[config.mk]
export PLATFORM = sky130hd
export DESIGN_NAME = i2c_slave_read_frame
export DESIGN_NICKNAME = d
export VERILOG_FILES = /design/src/rtl/i2c_slave_read_frame_pkg.sv /design/src/rtl/i2c_scl_edge_detect.sv /design/src/rtl/i2c_slave_read_frame.sv
export SDC_FILE = /design/constraint.sdc
export NUM_CORES = 1
export LEC_CHECK = 0
export CAP_MARGIN = 20
export CORE_AREA = 2 2 66 68
export DETAILED_ROUTE_END_ITERATION = 8
export DIE_AREA = 0 0 68 70
export PLACE_DENSITY = 0.72
export SYNTH_ARGS = -nofsm -noshare
export SYNTH_HDL_FRONTEND = slang
export SYNTH_HIERARCHICAL = 1
export SYNTH_SLANG_ARGS = --single-unit
[constraint.sdc]
create_clock -name clock -period 1.8 [get_ports clock]
set_input_delay 0.45 -clock clock [delete_from_list [all_inputs] [get_ports clock]]
set_output_delay 0.45 -clock clock [all_outputs]
set_load 0.02 [all_outputs]
[src/rtl/i2c_slave_read_frame_pkg.sv]
// Shared types and helpers for the I2C slave frame receiver.
package i2c_pkg;

  typedef enum logic [2:0] {
    IDLE,
    RECV,
    ACK_WAIT,
    ACK_HIGH,
    ACK_REL
  } state_t;

  localparam logic ACK  = 1'b0;
  localparam logic NACK = 1'b1;

  // A request of zero words still receives one; oversize requests saturate.
  function automatic int unsigned clamp_count(input int unsigned count, input int unsigned max_words);
    if (count == 0) return 1;
    else if (count > max_words) return max_words;
    else return count;
  endfunction

endpackage

[src/rtl/i2c_scl_edge_detect.sv]
// SCL edge detector plus START/STOP detector (SDA moving while SCL stays high).
module i2c_scl_edge_detect (
  input  logic clock,
  input  logic reset,
  input  logic scl,
  input  logic sda,
  output logic rise,
  output logic fall,
  output logic sda_changed_high
);

  logic scl_q;
  logic sda_q;

  always_ff @(posedge clock) begin
    if (reset) begin
      scl_q <= 1'b1;
      sda_q <= 1'b1;
    end else begin
      scl_q <= scl;
      sda_q <= sda;
    end
  end

  assign rise = !scl_q & scl;
  assign fall = scl_q & !scl;
  // Requiring scl_q excludes the rise cycle, where sda is legitimately sampled.
  assign sda_changed_high = scl_q & scl & (sda != sda_q);

endmodule

[src/rtl/i2c_slave_read_frame.sv]
// Frame-level I2C slave receiver: collects up to MAX_WORDS words and drives ACK/NACK after each.
module i2c_slave_read_frame
  import i2c_pkg::*;
#(
  parameter int WORD_BITS = 8,
  parameter int MAX_WORDS = 4,
  parameter int MSB_FIRST = 1,
  parameter int CW        = $clog2(MAX_WORDS + 1)
) (
  input  logic                 clock,
  input  logic                 reset,
  input  logic                 enable,
  input  logic [CW-1:0]        word_count,
  input  logic                 ack_last,
  input  logic                 scl,
  input  logic                 sda,
  output logic                 sda_pull,
  output logic [WORD_BITS-1:0] data,
  output logic                 data_valid,
  output logic [CW-1:0]        word_index,
  output logic                 busy,
  output logic                 finish,
  output logic                 error
);

  localparam int BW = $clog2(WORD_BITS + 1);
  localparam logic [BW-1:0] LAST_BIT = BW'(WORD_BITS - 1);

  logic rise, fall, sda_changed_high;

  i2c_scl_edge_detect u_edge (
    .clock            (clock),
    .reset            (reset),
    .scl              (scl),
    .sda              (sda),
    .rise             (rise),
    .fall             (fall),
    .sda_changed_high (sda_changed_high)
  );

  state_t               state_reg, state_next;
  logic [BW-1:0]        bit_cnt_reg, bit_cnt_next;
  logic [WORD_BITS-1:0] shift_reg, shift_next;
  logic [CW-1:0]        count_reg, count_next;
  logic                 ack_last_reg, ack_last_next;
  logic [CW-1:0]        word_ctr_reg, word_ctr_next;
  logic [WORD_BITS-1:0] data_reg, data_next;
  logic                 data_valid_reg, data_valid_next;
  logic [CW-1:0]        word_index_reg, word_index_next;
  logic                 busy_reg, busy_next;
  logic                 finish_reg, finish_next;
  logic                 error_reg, error_next;
  logic                 sda_pull_reg, sda_pull_next;

  logic [WORD_BITS-1:0] shifted;
  logic                 is_final;
  logic                 ack_bit;

  function automatic logic [WORD_BITS-1:0] shift_in(input logic [WORD_BITS-1:0] cur, input logic bit_in);
    logic [WORD_BITS-1:0] r;
    if (MSB_FIRST != 0) begin
      r = cur << 1;
      r[0] = bit_in;
    end else begin
      r = cur >> 1;
      r[WORD_BITS-1] = bit_in;
    end
    return r;
  endfunction

  assign shifted  = shift_in(shift_reg, sda);
  assign is_final = (word_ctr_reg == count_reg - CW'(1));
  assign ack_bit  = (!is_final || ack_last_reg) ? ACK : NACK;

  always_ff @(posedge clock) begin
    if (reset) begin
      state_reg      <= IDLE;
      bit_cnt_reg    <= '0;
      shift_reg      <= '0;
      count_reg      <= CW'(1);
      ack_last_reg   <= 1'b0;
      word_ctr_reg   <= '0;
      data_reg       <= '0;
      data_valid_reg <= 1'b0;
      word_index_reg <= '0;
      busy_reg       <= 1'b0;
      finish_reg     <= 1'b0;
      error_reg      <= 1'b0;
      sda_pull_reg   <= 1'b0;
    end else begin
      state_reg      <= state_next;
      bit_cnt_reg    <= bit_cnt_next;
      shift_reg      <= shift_next;
      count_reg      <= count_next;
      ack_last_reg   <= ack_last_next;
      word_ctr_reg   <= word_ctr_next;
      data_reg       <= data_next;
      data_valid_reg <= data_valid_next;
      word_index_reg <= word_index_next;
      busy_reg       <= busy_next;
      finish_reg     <= finish_next;
      error_reg      <= error_next;
      sda_pull_reg   <= sda_pull_next;
    end
  end

  always_comb begin
    state_next      = state_reg;
    bit_cnt_next    = bit_cnt_reg;
    shift_next      = shift_reg;
    count_next      = count_reg;
    ack_last_next   = ack_last_reg;
    word_ctr_next   = word_ctr_reg;
    data_next       = data_reg;
    data_valid_next = 1'b0;
    word_index_next = word_index_reg;
    busy_next       = busy_reg;
    finish_next     = 1'b0;
    error_next      = error_reg;
    sda_pull_next   = sda_pull_reg;

    case (state_reg)
      IDLE: begin
        if (enable && scl && rise) begin
          count_next    = CW'(clamp_count(32'(word_count), MAX_WORDS));
          ack_last_next = ack_last;
          busy_next     = 1'b1;
          error_next    = 1'b0;
          word_ctr_next = '0;
          shift_next    = shifted;
          bit_cnt_next  = BW'(1);
          if (WORD_BITS == 1) begin
            data_next       = shifted;
            data_valid_next = 1'b1;
            word_index_next = '0;
            state_next      = ACK_WAIT;
          end else begin
            state_next = RECV;
          end
        end
      end
      RECV: begin
        if (sda_changed_high) begin
          // START/STOP inside a word aborts the frame; the partial word is dropped.
          error_next    = 1'b1;
          busy_next     = 1'b0;
          sda_pull_next = 1'b0;
          state_next    = IDLE;
        end else if (rise) begin
          shift_next = shifted;
          if (bit_cnt_reg == LAST_BIT) begin
            data_next       = shifted;
            data_valid_next = 1'b1;
            word_index_next = word_ctr_reg;
            state_next      = ACK_WAIT;
          end else begin
            bit_cnt_next = bit_cnt_reg + BW'(1);
          end
        end
      end
      ACK_WAIT: begin
        if (fall) begin
          sda_pull_next = (ack_bit == ACK);
          state_next    = ACK_HIGH;
        end
      end
      ACK_HIGH: begin
        if (rise) state_next = ACK_REL;
      end
      ACK_REL: begin
        if (fall) begin
          sda_pull_next = 1'b0;
          if (is_final) begin
            finish_next = 1'b1;
            busy_next   = 1'b0;
            state_next  = IDLE;
          end else begin
            word_ctr_next = word_ctr_reg + CW'(1);
            bit_cnt_next  = '0;
            state_next    = RECV;
          end
        end
      end
      default: state_next = IDLE;
    endcase
  end

  assign sda_pull   = sda_pull_reg;
  assign data       = data_reg;
  assign data_valid = data_valid_reg;
  assign word_index = word_index_reg;
  assign busy       = busy_reg;
  assign finish     = finish_reg;
  assign error      = error_reg;

endmodule

After elaboration in Yosys (flattened, before gate mapping)
Cells that the tools add are included.
{"block": "word_totals", "output_inout_bits": 16, "word_cells": 109, "register_bits": 39, "inputBits": 9}
{"block": "classes", "add_sub_neg": 3, "order_cmp": 1, "bitwise_logic": 9, "eq_ne": 19, "n_mux": 39, "n_reduce_logical": 23}
{"op": "3-bit two-way mux", "n": 12}
{"op": "4-bit two-way mux", "n": 6}
{"op": "7-bit two-way mux", "n": 3}
{"op": "2-bit inequality test (second input constant)", "n": 10}
{"op": "4-bit AND reduction", "n": 4}
{"op": "3-bit case mux with 5 select lines", "n": 1}
{"op": "7-bit case mux with 2 select lines", "n": 1}
{"op": "4-bit case mux with 3 select lines", "n": 1}
{"op": "1-bit two-way mux", "n": 11}
{"op": "7-bit AND reduction", "n": 1}
{"op": "3-bit by 2-bit equality test with 1-bit output (second input constant)", "n": 2}
{"op": "3-bit logical NOT", "n": 2}
{"op": "3-bit inequality test (second input constant)", "n": 2}
{"op": "1-bit case mux with 3 select lines", "n": 2}
{"op": "3-bit case mux with 2 select lines", "n": 1}
{"op": "6-bit AND reduction", "n": 1}
{"op": "3-bit nonzero test", "n": 2}
{"op": "1-bit NOT", "n": 5}
{"op": "5-bit AND reduction", "n": 1}
{"op": "4-bit by 1-bit adder with 4-bit output (second input constant)", "n": 1}
{"op": "1-bit bitwise AND", "n": 4}
{"op": "4-bit by 3-bit equality test with 1-bit output (second input constant)", "n": 1}
{"op": "2-bit nonzero test", "n": 2}
{"op": "4-bit OR reduction", "n": 1}
{"op": "other kinds (14)", "n": 17}

Longest topological paths before layout
Gate-level depths: netlist of the first run.
{"block": "logic_depth", "word_depth": 6, "mapped_depth": 9, "ltp_nobuf": 7}

Cells and area by module
The synthesis of the first run kept the hierarchy.
{"mod": "i2c_slave_read_frame", "instances": 1, "seq_area_each_um2": 740.7, "area_each_um2": 1810.5, "cells_each": 188}
{"mod": "i2c_scl_edge_detect", "instances": 1, "seq_area_each_um2": 40.0, "area_each_um2": 80.1, "cells_each": 8}

Worst setup path before layout of the first run
OpenSTA, ideal clock, no wires.
{"block": "synth_timing", "path_type": "input to register", "start": "in scl", "end": "reg count_reg[0]", "path_slack_ns": 0.003, "arrival_time_ns": 1.677, "t_required_ns": 1.680, "setup_time_ns": 0.120, "cell_stages": 5, "cell_sequence": "nor2b_1 -> nand3_1 -> a211o_1 -> nand2b_1 -> a211o_1"}
{"block": "synth_via", "elab_chain_cells": 3}
{"element": "from (decl)", "line": "i2c_slave_read_frame.sv:15", "rtl": "input logic scl,"}
{"element": "1-bit bitwise AND / 1-bit logical AND (equally long branches)", "line": "i2c_scl_edge_detect.sv:25, i2c_slave_read_frame.sv:124"}
{"element": "1-bit logical AND *", "line": "i2c_slave_read_frame.sv:124", "rtl": "if (enable && scl && rise) begin"}
{"element": "2-bit AND reduction (no line) *"}
{"element": "to (signal assigned)", "line": "i2c_slave_read_frame.sv:94", "rtl": "count_reg <= count_next;"}
{"element": "to (decl)", "line": "i2c_slave_read_frame.sv:44", "rtl": "logic [CW-1:0] count_reg, count_next;"}
Mark *: on every way between the ends. The rest lies on a longest branch, timed or not.
A chain may end at the register's enable or synchronous reset.

Worst setup path after layout of the first run
{"block": "layout_timing", "start": "reg bit_cnt_reg[0]", "end": "reg bit_cnt_reg[3]"}
{"block": "layout_via", "elab_chain_cells": 5}
{"element": "from (decl)", "line": "i2c_slave_read_frame.sv:42", "rtl": "logic [BW-1:0] bit_cnt_reg, bit_cnt_next;"}
{"element": "from (signal assigned)", "line": "i2c_slave_read_frame.sv:92", "rtl": "bit_cnt_reg <= bit_cnt_next;"}
{"element": "4-bit by 1-bit adder with 4-bit output", "line": "i2c_slave_read_frame.sv:157", "rtl": "bit_cnt_next = bit_cnt_reg + BW'(1);"}
{"element": "4-bit two-way mux", "line": "i2c_slave_read_frame.sv:151", "rtl": "if (bit_cnt_reg == LAST_BIT) begin"}
{"element": "4-bit two-way mux", "line": "i2c_slave_read_frame.sv:149", "rtl": "end else if (rise) begin"}
{"element": "4-bit two-way mux", "line": "i2c_slave_read_frame.sv:143", "rtl": "if (sda_changed_high) begin"}
{"element": "4-bit case mux with 3 select lines", "line": "i2c_slave_read_frame.sv:122", "rtl": "case (state_reg)"}
Parallel ways exist; a longest one is shown, timed or not. The select of a mux whose other input is x is not followed.

==> key figures, run 1 <==
Run status
  – Status: finished, final reports clean

Global routing
  – Vias in the first global route: 1,520
  – Largest net degree at the start of global routing: 40
  – Global Route Usage Sum: 17.6%
  – Congestion Overflow GR: 0
  – First-pass GRT wire length: 6430 um
  – Antenna violations before repair: 0

Synthesis
  – Netlist cell types: 49
  – Dominant cell type by area after synthesis: dfxtp_1
  – Post-synth top area share: roughly two fifths
  – Register bit total from synthesis: 39
  – Post-synth top cells: dfxtp_1 (39), nor2_1 (28), mux2i_1 (19)
  – Ys Warns: 6
  – Number of synthesized flops with an enable pin: 0
  – Count leader, synth: dfxtp_1
  – Ys flop type: dfxtp_1
  – Ys async rst share: 0%
  – Syn Area/Cell: 9.65 um2
  – Syn Inst Count: between 150 and 200
  – Synthesized cell area: 0.00189 mm2
  – Ranking of synthesized cells by area: dfxtp_1 (41%), mux2i_1 (10%), nor2_1 (5.6%)
  – Register area share after synthesis: 41.3%
  – Post-synthesis net count: roughly 210

Worst setup path
  – Required time worst endpoint: around 2000 ps
  – WS Path Type: flip-flop to flip-flop
  – Worst Setup Start Kind: flip-flop
  – Crit-path cells: ha_1, and3b_2, o21ai_4, nand4_4, or4_4, a21oi_2
  – Cells on worst reg2reg path: 6
  – CP Data Arrival Time: a little under 2000 ps
  – Critical Path Stages: 6
  – CP max stage cell: or4_4
  – Worst setup EP type: flip-flop
  – R2R setup slack: 80 ps
  – Largest stage delay on the critical path: 480 ps
  – WP buf/inv: 0
  – Crit-path max FO: 4
  – Crit-path leading delay family: simple AND/OR/NAND/NOR gates

Place
  – Placer Congestion: 0.895
  – Setup WS pre-CTS: -484 ps
  – Hpwl dp: 2790 um
  – Dpl cells: 283
  – # port buffers: 24
  – Placed instance area: between 0.002 and 0.0025 mm2

STA
  – Worst slew pin tran: between 300 and 400 ps
  – Final setup viols: 0
  – Shortest period the worst path allows: 1720 ps
  – Hold_ws: 467 ps
  – Final hold violation count: 0
  – Final worst setup slack: ~76 ps
  – Tcrit/Tclk final: 95.8%
  – Clock skew: 6.91 ps
  – Worst slew margin: 76.1%
  – Max-slew violations: 0
  – Max Freq: 580 MHz

Power and ir drop
  – Power Dens Cells: 636 mW/mm2
  – Pleak: a little under 1 nW
  – Worst VDD drop: ~400 uV

Layout
  – Post-Layout Cell Count: around 300
  – Final Cell Area: 0.00246 mm2
  – N_diodes: 0
  – Reg area: between 700 and 800 um2
  – Layout area overhead: 30.0%
  – Layout filler cell count: approximately 370
  – Nets: 252
  – Area of the multi-input gates: 0.00105 mm2
  – Max FFs per register: 8
  – Layout cells sized above 1: approximately 22%

Min path
  – Worst hold path type: flip-flop to flip-flop
  – Min-Delay Path Depth: 2

Clocking
  – Clock Path Buffers: 2
  – CTS Sinks: 39
  – CTS Hold Bufs: 0
  – Cts bufs inserted: 5
  – Root Buffer: clkbuf_8
  – # H-tree levels: 2
  – Clk Latency, worst-skew pair: about 290 ps
  – Clk slew on worst S/H paths: roughly 80 ps
  – CTS tree: built

Die
  – I/O Pins: 25
  – Die Footprint: 0.00476 mm2
  – Die Wd: ~68 um
  – Initial core utilization: a little under half
  – Core area: slightly above 0.004 mm2
  – Rows: 24
  – DIE HEIGHT: 70 um

Job
  – Max Cap Viol: 0

Detailed routing
  – Starting DRT DRC Count: 68
  – TritonRoute pass-1 iters: 4
  – ANT nets after route: 0
  – Wire per inst: ~13 um
  – Routed WL: 3820 um
  – Vias: ~1,600
  – Via/cell ratio: around 5.3
  – DRC Markers: 0
## layer usage
metal,routed length (um),global-route usage (%),up-vias
met2,1880,29.4,16
met1,1750,20.7,752
met5,0,0,-
met3,124,3.70,7
li1,-,-,778
met4,64,8.89,0
## path summary, 6_finish.rpt
kind,start,endpoint
hold reg to reg,ack_last_reg,ack_last_reg
hold / removal,ack_last_reg,ack_last_reg
setup / recovery,bit_cnt_reg[0],bit_cnt_reg[3]
setup reg to reg,bit_cnt_reg[0],bit_cnt_reg[3]
## placed cells by master, fill, tap and decap left out, drive strengths merged, types with 2 or more instances in the layout
| cell | netlist | final |
|---|---|---|
| dfxtp | 39 | 39 |
| nor2 | 28 | 28 |
| buf | 4 | 23 |
| clkdlybuf4s50 | 0 | 21 |
| mux2i | 19 | 19 |
| a21oi | 15 | 15 |
| nand2 | 11 | 11 |
| o21ai | 8 | 8 |
| nand3 | 6 | 6 |
| clkbuf | 6 | 6 |
| inv | 5 | 5 |
| nor2b | 5 | 5 |
| nor3 | 4 | 4 |
| xor2 | 4 | 4 |
| nand4 | 4 | 4 |
| a211o | 3 | 3 |
| ha | 3 | 3 |
| and3 | 3 | 3 |
| nand3b | 2 | 2 |
| xnor2 | 2 | 2 |
| a32oi | 2 | 2 |
| dlygate4sd2 | 0 | 2 |
| or2 | 2 | 2 |
| nand2b | 2 | 2 |
## worst register-to-register path, stage by stage (launching register included)
cell and delay [ps]:
dfxtp_2 340, ha_1 220, and3b_2 240, o21ai_4 180, nand4_4 90, or4_4 480, a21oi_2 120
## power by group
group	internal (mW)	switching, mW
Sequential	0.868	0.00449
Clock	0.271	0.299
Combinational	0.0620	0.0591
## kinds of logic after synthesis
| family | synth area share [%] |
|---|---|
| simple gates | 22.1 |
| flops | 41.3 |
| compound gates | 12.5 |
| mux | 10.7 |
| buf+inv | 6.02 |
| xor+xnor | 5.43 |
| fa+ha+maj | 1.99 |
## repair_timing
action | 4_1_cts | 5_1_grt
endpoints found under the setup margin | 28 | 4
gates resized for setup | 7 | 9
pin swaps | 3 | 2
buffers inserted | 1 | 1
## layout make-up
class | instances | area share [%]
multi-input combinational | 142 | 42.9
sequential | 39 | 31.9
timing repair buffer | 47 | 18.3
clock buffer | 6 | 2.95
tap | 52 | 2.65
inverter | 5 | 0.764
clock inverter | 2 | 0.509
## per-stage QoR
step           power [mW]  utilization [%]  TNS, ps
2_1_floorplan       0.952                -        0
5_1_grt              1.63             59.3    -14.4
3_3_place_gp         1.01             55.4   -11100
6_report             1.56             59.3        0
3_5_place_dp         1.01             55.4   -11800
4_1_cts              1.57             58.2        0
No activity file was read; power rests on OpenSTA's default activity.
==> run 2, diff against run 1 <==
--- a/config.mk
+++ b/config.mk
@@ -6,10 +6,10 @@
 export NUM_CORES = 1
 export LEC_CHECK = 0
 export CAP_MARGIN = 20
-export CORE_AREA = 2 2 66 68
+export CORE_AREA = 2 2 63 65
 export DETAILED_ROUTE_END_ITERATION = 8
-export DIE_AREA = 0 0 68 70
-export PLACE_DENSITY = 0.72
+export DIE_AREA = 0 0 65 67
+export PLACE_DENSITY = 0.76
 export SYNTH_ARGS = -nofsm -noshare
 export SYNTH_HDL_FRONTEND = slang
 export SYNTH_HIERARCHICAL = 1
==> constraint.sdc (replaced) <==
create_clock -name clock -period 1.93 [get_ports clock]
set_input_delay 0.4825 -clock clock [delete_from_list [all_inputs] [get_ports clock]]
set_output_delay 0.4825 -clock clock [all_outputs]
set_load 0.02 [all_outputs]
==> run 2 against run 1 <==
Effect of this change:
- sequential cell count is the same
- non-clock buffer count shrank 4
- critical path type unchanged
- die area shrank 8.5%
- global-route usage grew 2.7 points
- power grew 3.9%
==> key figures, run 2 (synthesized netlist as in run 1, its figures left out) <==
Clocking
  – Clock Path Buffers: 2 (unchanged)
  – Clk Latency, worst-skew pair: 300 ps (about the same)
  – Clk slew on worst S/H paths: 80 ps (about the same)
  – Root Buffer: clkbuf_8
  – CTS tree: built
  – CTS Sinks: 39 (unchanged)
  – Cts bufs inserted: 5 (unchanged)
  – Post-CTS setup buffers: 0 (-1)
  – # H-tree levels: 2 (unchanged)

Layout
  – Most frequent cells in the layout: dfxtp_1 (39), nor2_1 (28), clkdlybuf4s50_1 (22)
  – N_diodes: 0 (unchanged)
  – Max FFs per register: 8 (unchanged)
  – Final Cell Area: 0.00242 mm2 (-1.4%)
  – Nets: 248 (-1.6%)
  – Post-Layout Cell Count: 285 (-2.7%)
  – Layout cells sized above 1: 19.8% (-2.2 points)
  – Most common cell after layout, fill and taps aside: dfxtp_1
  – Layout filler cell count: 286 (-23%)
  – Layout area overhead: 28.1%

Worst setup path
  – Reg-to-reg endpoint: bit_cnt_reg[3]
  – Cells on worst reg2reg path: 7 (+1)
  – R2R setup slack: 90 ps (about the same)
  – Required time worst endpoint: 2160 ps (+130 ps)
  – Worst setup EP type: flip-flop
  – WS Path Type: flip-flop to flip-flop
  – CP Data Arrival Time: 2070 ps (+110 ps)
  – Crit-path max FO: 2 (-2)
  – Worst Setup Start Kind: flip-flop
  – R2r startpoint: count_reg[0]

Global routing
  – Antenna violations before repair: 0 (unchanged)
  – Vias in the first global route: 1,462 (-3.8%)
  – First-pass GRT wire length: 6580 um (+2.4%)
  – Congestion Overflow GR: 0 (unchanged)
  – Global Route Usage Sum: 20.4% (+2.7 points)
  – Largest net degree at the start of global routing: 30 (-25%)

Min path
  – Hold Path End: count_reg[1]
  – Worst hold path type: flip-flop to flip-flop
  – Min-Delay Path Depth: 2 (unchanged)
  – Hold path startpoint: count_reg[1]

Power and ir drop
  – Power Dens Cells: 670 mW/mm2 (+5.4%)
  – Pleak: 0.978 nW (+0.23%)
  – Worst VDD drop: 466 uV (+14%)

Place
  – Dpl cells: 277 (-2.1%)
  – Setup WS pre-CTS: -359 ps (+125 ps)
  – # port buffers: 24 (unchanged)
  – Hpwl dp: 2730 um (-2.0%)
  – Placer Congestion: 0.845 (-5.5%)
  – Placed instance area: 0.00226 mm2 (-1.4%)

Detailed routing
  – Via/cell ratio: 5.30 (about the same)
  – Wire per inst: 13.4 um (+3.0%)
  – Starting DRT DRC Count: 65 (-4.4%)
  – TritonRoute pass-1 iters: 4 (unchanged)
  – Vias: 1,510 (-2.8%)
  – ANT nets after route: 0 (unchanged)
  – Routed WL: 3830 um (+0.21%)
  – DRC Markers: 0 (unchanged)

Job
  – Max Cap Viol: 0 (unchanged)

Die
  – Core area: 0.00361 mm2 (-13%)
  – Die Footprint: 0.00436 mm2 (-8.5%)
  – Initial core utilization: 52.4% (+6.8 points)
  – Rows: 22 (-8.3%)
  – Die Wd: 65 um (-4.4%)
  – DIE HEIGHT: 67 um (-4.3%)
  – I/O Pins: 25 (unchanged)

STA
  – Final hold violation count: 0 (unchanged)
  – Final setup TNS: 0 ps (unchanged)
  – Max Freq: 543 MHz (-6.4%)
  – Worst slew pin tran: 369 ps (+13.2 ps)
  – Clock skew: 3.50 ps (-3.42 ps)
  – Shortest period the worst path allows: 1840 ps (+118 ps)
  – Tcrit/Tclk final: 95.4% (-0.34 points)
  – Final worst setup slack: 88.4 ps (+12.0 ps)
  – Final setup viols: 0 (unchanged)
  – Max-slew violations: 0 (unchanged)
  – Hold_ws: 460 ps (-6.93 ps)
  – Worst slew margin: 75.3% (-0.82 points)

Run status
  – Status: finished, final reports clean
## run 2: area by class of cell
class                           count  area, um2  area share (%)
Clock buffer                        5       68.8            2.84
Clock inverter                      3       46.3            1.91
Tap cell                           48       60.1            2.48
Sequential cell                    39        781            32.2
Timing Repair Buffer               43        413            17.0
Multi-Input combinational cell    142       1030            42.7
Inverter                            5       18.8           0.775
## run 2: power by group
part | total (mW) | internal (mW) | switching, mW
logic | 0.112 | 0.0579 | 0.0544
clock network | 0.698 | 0.389 | 0.309
registers | 0.813 | 0.809 | 0.00427
total | 1.62 | 1.26 | 0.368
## run 2: what timing repair did
action | CTS | global route
setup endpoints to repair | 2 | 2
hold buffers | 0 | 0
endpoints found under the hold margin | 0 | 0
gates resized for setup | 7 | 5
pin swaps | 2 | 3
## run 2: layer usage
metal | global-route usage, % | wire, um | up-vias | part of all wire [%]
met3 | 7.09 | 156 | 4 | 4.1
met1 | 23.6 | 1720 | 708 | 45
met2 | 34.3 | 1910 | 23 | 50
met4 | 7.98 | 46 | 0 | 1.2
li1 | - | - | 775 | -
met5 | 0 | 0 | - | 0
## run 2: worst max path at each step
stage                             from  slack (ps)  depth (start not counted)        endpoint
after floorplan                    scl         100                          5    count_reg[0]
after global placement             scl        -330                          6    count_reg[0]
after detailed placement           scl        -360                          6    count_reg[0]
after CTS                          scl           5                          6    count_reg[0]
after global routing      count_reg[0]          -3                          7  bit_cnt_reg[3]
final                     count_reg[0]          90                          7  bit_cnt_reg[3]
## run 2: per-stage QoR
| stage | power [mW] | utilization [%] |
|---|---|---|
| 3_3_place_gp | 0.938 | 62.8 |
| 6_report | 1.62 | 67.2 |
| 3_5_place_dp | 0.939 | 62.8 |
| 5_1_grt | 1.69 | 67.2 |
| 4_1_cts | 1.64 | 66.8 |
| 2_1_floorplan | 0.888 | - |
## run 2: critical path, stage by stage (launching register included)
cell	delay [ps]
dfxtp_1	340
inv_1	50
ha_1	320
xor2_1	180
nand4_2	130
nand4_4	110
or4_4	490
a21oi_2	140
==> run 3, diff against run 2 <==
--- a/config.mk
+++ b/config.mk
@@ -5,6 +5,7 @@
 export SDC_FILE = /design/constraint.sdc
 export NUM_CORES = 1
 export LEC_CHECK = 0
+export ABC_AREA = 0
 export CAP_MARGIN = 20
 export CORE_AREA = 2 2 63 65
 export DETAILED_ROUTE_END_ITERATION = 8
==> results of run 3 <==
The final DEF is identical to that of run 2; final timing and power are the same.
